===== src/rtl/sonuc_tamponu.sv =====
// Show-ahead result FIFO that captures one calculator result per rising edge of hazir.
// Optional drop counter is enabled by defining SONUC_KAYIP_SAYAC_EN.
module sonuc_tamponu #(
    parameter int DERINLIK = 4
) (
    input  logic                      clk,
    input  logic                      rst,
    input  logic [63:0]               sonuc,
    input  logic                      hazir,
    input  logic                      gecerli,
    input  logic                      tasma,
    input  logic                      cikis_oku,
    output logic [63:0]               cikis_sonuc,
    output logic                      cikis_gecerli,
    output logic                      cikis_tasma,
    output logic                      cikis_var,
    output logic                      bos,
    output logic                      dolu,
    output logic [$clog2(DERINLIK):0] doluluk,
    output logic [7:0]                kayip_sayisi
);

    localparam int AW = $clog2(DERINLIK);
    localparam int CW = AW + 1;
    localparam logic [AW-1:0] PTR_BIR   = 1;
    localparam logic [CW-1:0] SAYI_BIR  = 1;
    localparam logic [CW-1:0] SAYI_DOLU = CW'(DERINLIK);

    typedef struct packed {
        logic [63:0] sonuc;
        logic        gecerli;
        logic        tasma;
    } giris_t;

    giris_t        mem [DERINLIK];
    giris_t        bas;
    logic          hazir_q;
    logic          kenar;
    logic [AW-1:0] wr_ptr;
    logic [AW-1:0] rd_ptr;
    logic          pop;
    logic          push;

    assign kenar = hazir & ~hazir_q;

    // Consumer handshake: cikis_var acts as valid and cikis_oku as ready; an
    // entry leaves the buffer on a clk edge where both are high. A pop while
    // empty is ignored, and a freshly written entry is never bypassed to the pop.
    assign pop  = cikis_oku & ~bos;
    // A write into a full buffer is only accepted if the same edge frees a slot.
    assign push = kenar & (~dolu | pop);

    assign bos       = (doluluk == '0);
    assign dolu      = (doluluk == SAYI_DOLU);
    assign cikis_var = ~bos;

    always_ff @(posedge clk or negedge rst) begin
        if (!rst) begin
            hazir_q <= 1'b0;
            wr_ptr  <= '0;
            rd_ptr  <= '0;
            doluluk <= '0;
        end else begin
            hazir_q <= hazir;
            if (push) wr_ptr <= wr_ptr + PTR_BIR;
            if (pop)  rd_ptr <= rd_ptr + PTR_BIR;
            case ({push, pop})
                2'b10:   doluluk <= doluluk + SAYI_BIR;
                2'b01:   doluluk <= doluluk - SAYI_BIR;
                default: doluluk <= doluluk;
            endcase
        end
    end

    // Storage is left unreset; the bos gating below keeps stale words hidden.
    always_ff @(posedge clk) begin
        if (push) mem[wr_ptr] <= '{sonuc: sonuc, gecerli: gecerli, tasma: tasma};
    end

    always_comb begin
        bas           = mem[rd_ptr];
        cikis_sonuc   = '0;
        cikis_gecerli = 1'b0;
        cikis_tasma   = 1'b0;
        if (!bos) begin
            cikis_sonuc   = bas.sonuc;
            cikis_gecerli = bas.gecerli;
            cikis_tasma   = bas.tasma;
        end
    end

`ifdef SONUC_KAYIP_SAYAC_EN
    logic kayip;
    assign kayip = kenar & dolu & ~pop;

    always_ff @(posedge clk or negedge rst) begin
        if (!rst) begin
            kayip_sayisi <= 8'd0;
        end else if (kayip && kayip_sayisi != 8'hFF) begin
            kayip_sayisi <= kayip_sayisi + 8'd1;
        end
    end
`else
    assign kayip_sayisi = 8'd0;
`endif

endmodule


===== config.mk =====
export PLATFORM = sky130hd
export DESIGN_NAME = sonuc_tamponu
export DESIGN_NICKNAME = d
export VERILOG_FILES = /design/src/rtl/sonuc_tamponu.sv
export SDC_FILE = /design/constraint.sdc
export NUM_CORES = 1
export LEC_CHECK = 0
export ABC_AREA = 1
export ABC_CLOCK_PERIOD_IN_PS = 4300
export CORE_UTILIZATION = 30
export DETAILED_ROUTE_END_ITERATION = 10
export SYNTH_ARGS = -nofsm -noshare
export SYNTH_HDL_FRONTEND = slang
export SYNTH_SLANG_ARGS = --single-unit

===== constraint.sdc =====
create_clock -name clk -period 4.3 [get_ports clk]
set_input_delay 1.075 -clock clk [delete_from_list [all_inputs] [get_ports clk]]
set_output_delay 1.075 -clock clk [all_outputs]
set_load 0.1 [all_outputs]

==> run_results.csv, run 1 <==
group,metric,value,unit
yosys,ys_ff_latch,272,
yosys,ys_seq_area_share,75.4,%
global_route,grt_usage,13.8,%
global_route,antenna_found_initial,3,
placement,dpl.hpwl,15.0,mm
setup_path,cp_data_arrival_time,2.52,ns
global_route,top_usage_layer,"met2",
placement,placed_cells,1409,
setup_path,cp-end-kind,"output pin",
clock_network,cts_root_buf,"clkbuf_16",
yosys,synthCells,846,
layout,layout-drive-gt1-share,18.7,%
run,cap_violations,0,
route,vias,6688,
worst_hold_path,worstHoldPathType,"flip-flop to flip-flop",
clock_network,hold_buffers,0,
clock_network,cts_resized,0,
layout,n_fill_cell,3210,
sta,worst_pin_slew,0.988,ns
layout,stdcell_count,1459,
placement,port-buffer-count,141,
clock_network,worst_skew_pair.late_latency,0.53,ns
global_route,grt_use_met2,23.0,%
clock_network,clkSlewWorstSetupHoldPaths,0.06,ns
sta,tns,0,ns
route,first_pass_iters,4,
route,drt-initial-drc-count,513,
outcome,status,"complete, no violations",
setup_path,startpoint_type,"flip-flop",
sta,hold_violations,0,
yosys,yosysWarnings,0,
clock_network,htree_num_levels,1,
yosys,synth_area,10800,um^2
placement,gp_congestion,0.728,
route,drtAntennaViolNets,0,
route,wl,25.0,mm
sta,setup_viol,0,
floorplanning,initial_core_util,30.4,%
floorplanning,dieArea,36700,um^2
global_route,grt_pass1_vias,6882,
layout,synthToLayoutAreaGrowth,33.7,%
route,drt-wirelength-per-cell,17.1,um
global_route,grt_max_degree,134,
global_route,globalRouteMet3Util,3.51,%
sta,drv_slew,0,
yosys,synth.distinct_cells,24,
global_route,groute.layer.met1.usage,18.0,%
sta,skew,0.00944,ns
sta,setup_ws,0.707,ns
placement,place_ws,1.04,ns
clock_network,cts_sinks,272,
sta,rsz0062_at_grt,"no",
route,vias_per_cell,4.58,
setup_path,setup.worst_path.class,"flip-flop to output pin",
setup_path,required,3.22,ns
layout,final_util,40.6,%
setup_path,cp_max_fo,4,
layout,final_nets,1053,
sta,max_slew_margin,33.9,%
route,drc,0,
clock_network,cts_tree,"yes",
floorplanning,ios,150,
floorplanning,rows,69,
clock_network,postCtsSetupRepairBufs,0,
global_route,grt_remaining_overflow,0,
clock_network,clockBufferDepth,3,
sta,layout_min_cycle_time,3.59,ns
clock_network,cts_buffers,28,
sta,fmax,278,MHz
global_route,grt_pass1_wl,38.8,mm
sta,period_share,83.5,%
yosys,syn-mean-instance-area,12.7,um^2
floorplanning,die_h,192,um
floorplanning,dieWidth,192,um
floorplanning,coreArea,35500,um^2
[worst paths after layout]
path,endpoint,depth (start not counted),start,slack [ns]
worst max-delay path,dolu,4,doluluk[0],0.71
worst min-delay path,doluluk[2],2,doluluk[2],0.53
worst max register to register,mem[2][14],5,doluluk[0],2.21
worst min register to register,doluluk[2],2,doluluk[2],0.53
max in group asynchronous,rd_ptr[1],1,rst,3.14
min in group asynchronous,hazir_q,1,rst,0.84
[synth_stat cells (all sizes together)]
cell type	count	area share (%)
nor2	272	9.5
edfxtp	264	74
o21ai	134	6.3
a21oi	68	3.2
buf	42	2.8
clkbuf	17	0.67
inv	17	0.62
nand2	11	0.41
dfrtp	8	1.9
ha	4	0.46
nand3	3	0.14
xor2	3	0.24
conb	1	0.035
fa	1	0.19
nand4	1	0.058
[cells in the final DEF, fill, tap and decap left out, types with 8 or more instances in the layout]
| cell type | instances |
|---|---|
| nand2_1 | 10 |
| o21ai_0 | 95 |
| buf_12 | 73 |
| conb_1 | 8 |
| nor2_1 | 268 |
| clkdlybuf4s50_1 | 74 |
| clkbuf_16 | 29 |
| inv_1 | 14 |
| o21ai_1 | 38 |
| edfxtp_1 | 264 |
| a21oi_1 | 11 |
| a21oi_2 | 57 |
[worst max-delay path, stage by stage, from the launching register on]
cell and delay (ns):
dfrtp_1 0.42, nor2_1 0.19, nand2_1 0.16, inv_1 0.09, clkdlybuf4s50_1 1.13
[layout make-up]
type / instances / area (um^2) / share of cell area [%]
inverter: 17 / 68.8 / 0.478
sequential: 272 / 8140 / 56.5
timing repair buffer: 154 / 2250 / 15.6
multi-input combinational: 505 / 2480 / 17.2
tap: 461 / 577 / 4.00
clock inverter: 13 / 141 / 0.981
clock buffer: 36 / 752 / 5.22
antenna: 1 / 2.50 / 0.0174
[metrics by stage]
| stage | instance area [um^2] | hold WS [ns] |
|---|---|---|
| floorplan | 11000 | 0.557 |
| global placement | 13500 | 0.505 |
| detailed placement | 13500 | 0.518 |
| CTS | 14400 | 0.535 |
| global route | 14400 | 0.573 |
| finish | 14400 | 0.526 |
[cells by family (layout without fill, tap and decap cells)]
group                    count (synthesis)  after routing  share of synthesized area, %
AO/OA/AOI/OAI                          202            202                          9.48
XOR/XNOR                                 3              3                         0.244
adder cells (fa/ha/maj)                  5              5                         0.650
buffers and inverters                   76            220                          4.11
flip-flops                             272            272                          75.4
other                                    1              9                        0.0348
AND/OR/NAND/NOR                        287            287                          10.1
[registers in the layout, summed over array words and instances (netlist names)]
signal / flops
mem: 264
hazir_q: 1
doluluk: 3
wr_ptr: 2
rd_ptr: 2
[metal layers]
| layer | routed length [um] | share of wire, % | vias up |
|---|---|---|---|
| li1 | - | - | 3227 |
| met1 | 11000 | 44 | 3250 |
| met2 | 12000 | 48 | 163 |
| met3 | 1510 | 6.0 | 44 |
| met4 | 476 | 1.9 | 4 |
| met5 | 28 | 0.11 | - |
Power of run 1 is left out: the tool's default activity adds up to more than one toggle a clock period on the data nets, which glitch-free logic cannot reach.
==> inputs of run 2 (changes only) <==
ABC_CLOCK_PERIOD_IN_PS = 3400   (was 4300)
clock period = 3.4 ns   (was 4.3 ns; I/O delays follow)
==> run 2 against run 1 <==
Net effect: first-iteration DRC count down 24%; via count up 0.63%; sequential share of layout area down 1.7 points; sequential cell count unchanged; global-route usage down 0.11 points; wire length down 0.74%; die area unchanged; critical path type unchanged; highest routed layer unchanged.
==> run_results.csv, run 2 (synthesis results as in run 1) <==
group,metric,value,unit
outcome,status,"complete, no violations",
layout,largestRegisters,"mem x264, doluluk x3",
setup_path,cp_cell_sequence,"buf_12 > nor2_1 > nor2_1 > o21ai_0 > a21oi_4 > buf_12",
sta,tns,0,ns
worst_hold_path,worstHoldPathType,"flip-flop to flip-flop",
floorplanning,coreArea,35500,um^2
setup_path,reg2regPathDepth,5,
run,cap_violations,0,
layout,largest_reg_flops,264,
sta,layout_min_cycle_time,3.20,ns
clock_network,clockBufferDepth,3,
worst_hold_path,hold_depth,1,
clock_network,cts_sinks,272,
route,drt-wirelength-per-cell,16.9,um
route,vias,6730,
worst_hold_path,hp-start,"doluluk[0]",
setup_path,cp-end-kind,"output pin",
floorplanning,dieWidth,192,um
setup_path,required,2.55,ns
clock_network,hold_buffers,0,
global_route,grt_remaining_overflow,0,
layout,synthToLayoutAreaGrowth,37.8,%
layout,final_common_cell,"nor2_1",
sta,worst_pin_slew,0.676,ns
clock_network,postCtsSetupRepairBufs,0,
floorplanning,ios,150,
route,drc,0,
layout,multiInputGateArea,2880,um^2
layout,n_fill_cell,3189,
setup_path,cp_data_arrival_time,2.35,ns
setup_path,r2r_slack,1.57,ns
global_route,grt_pass1_wl,38.5,mm
global_route,antenna_found_initial,1,
layout,regMostFlops,"mem",
clock_network,clkSlewWorstSetupHoldPaths,0.06,ns
placement,gp_congestion,0.710,
sta,fin_hold_ws,0.512,ns
sta,fmax,312,MHz
setup_path,reg2reg_to,"mem[3][2]",
clock_network,cts_tree,"yes",
placement,dpl.hpwl,13.9,mm
layout,layout.cells.most_common_list,"268 x nor2_1, 264 x edfxtp_1, 95 x o21ai_0",
setup_path,r2r_start,"doluluk[0]",
clock_network,cts_root_buf,"clkbuf_16",
layout,final_util,41.9,%
setup_path,setup.worst_path.class,"flip-flop to output pin",
floorplanning,dieArea,36700,um^2
sta,drv_slew,0,
floorplanning,initial_core_util,30.4,%
clock_network,cts_resized,0,
worst_hold_path,min_to,"doluluk[0]",
layout,seq_area,8140,um^2
global_route,grt_max_degree,134,
setup_path,cp_max_fo,133,
layout,num_antenna_cells,0,
layout,final_nets,1060,
setup_path,cp_slowest_cell,"buf_12",
setup_path,worstSetupStartpoint,"rd_ptr[0]",
route,first_pass_iters,5,
floorplanning,die_h,192,um
clock_network,worst_skew_pair.late_latency,0.55,ns
route,drtAntennaViolNets,0,
sta,skew,0.0159,ns
clock_network,cts_buffers,29,
global_route,grt_usage,13.7,%
sta,max_slew_margin,54.9,%
sta,hold_violations,0,
route,vias_per_cell,4.58,
sta,setup_viol,0,
clock_network,htree_num_levels,1,
setup_path,worst_path_largest_cell_delay,0.47,ns
floorplanning,rows,69,
sta,rsz0062_at_grt,"no",
layout,layout-drive-gt1-share,21.1,%
route,wl,24.8,mm
global_route,grt_pass1_vias,6822,
sta,period_share,94.3,%
placement,port-buffer-count,141,
setup_path,startpoint_type,"flip-flop",
route,drt-initial-drc-count,389,
## run 2: changes by cell type in the layout (fill, tap and decap cells not counted), sizes merged
cell           delta
diode             -1
inv               +1
clkinvlp          -1
buf              +11
bufinv            -2
clkdlybuf4s50     -5
clkinv            +9
clkbuf            -3
## run 2: worst max path at each step
stage	end	slack [ns]	cells past startpoint
6_report	cikis_sonuc[55]	0.20	6
3_3_place_gp	mem[3][15]	0.73	6
2_1_floorplan	cikis_sonuc[49]	0.04	5
5_1_grt	cikis_sonuc[24]	0.07	6
3_5_place_dp	mem[3][15]	0.73	6
4_1_cts	cikis_sonuc[60]	0.15	5
## run 2: layout make-up
type	count	area share, %
Clock buffer	33	4.99
Clock inverter	20	0.826
Inverter	17	0.480
Multi-Input combinational cell	505	19.4
Sequential cell	272	54.8
Tap cell	461	3.88
Timing Repair Buffer	160	15.7
## run 2: layer usage
layer | vias up | GRT usage [%] | routed length [um]
met5 | - | 0 | 13
met4 | 2 | 3.54 | 480
met1 | 3286 | 17.9 | 11300
met2 | 155 | 23.3 | 11800
met3 | 38 | 2.70 | 1270
li1 | 3249 | - | -
## run 2: critical path, delay by kind of cell, from the launching register on
| family | cells | cell delay, ns |
|---|---|---|
| flops | 1 | 0.44 |
| compound gates | 2 | 0.38 |
| simple gates | 2 | 0.20 |
| buf+inv | 2 | 0.66 |
## run 2: stage by stage
step | setup slack, ns | cells | area (um^2)
detailed placement | 0.731 | 1415 | 14000
finish | 0.195 | 1468 | 14900
CTS | 0.154 | 1468 | 14900
global route | 0.0703 | 1468 | 14900
floorplan | 0.0399 | 853 | 11400
global placement | 0.729 | 1415 | 14000
Power of run 2 is left out for the same reason.
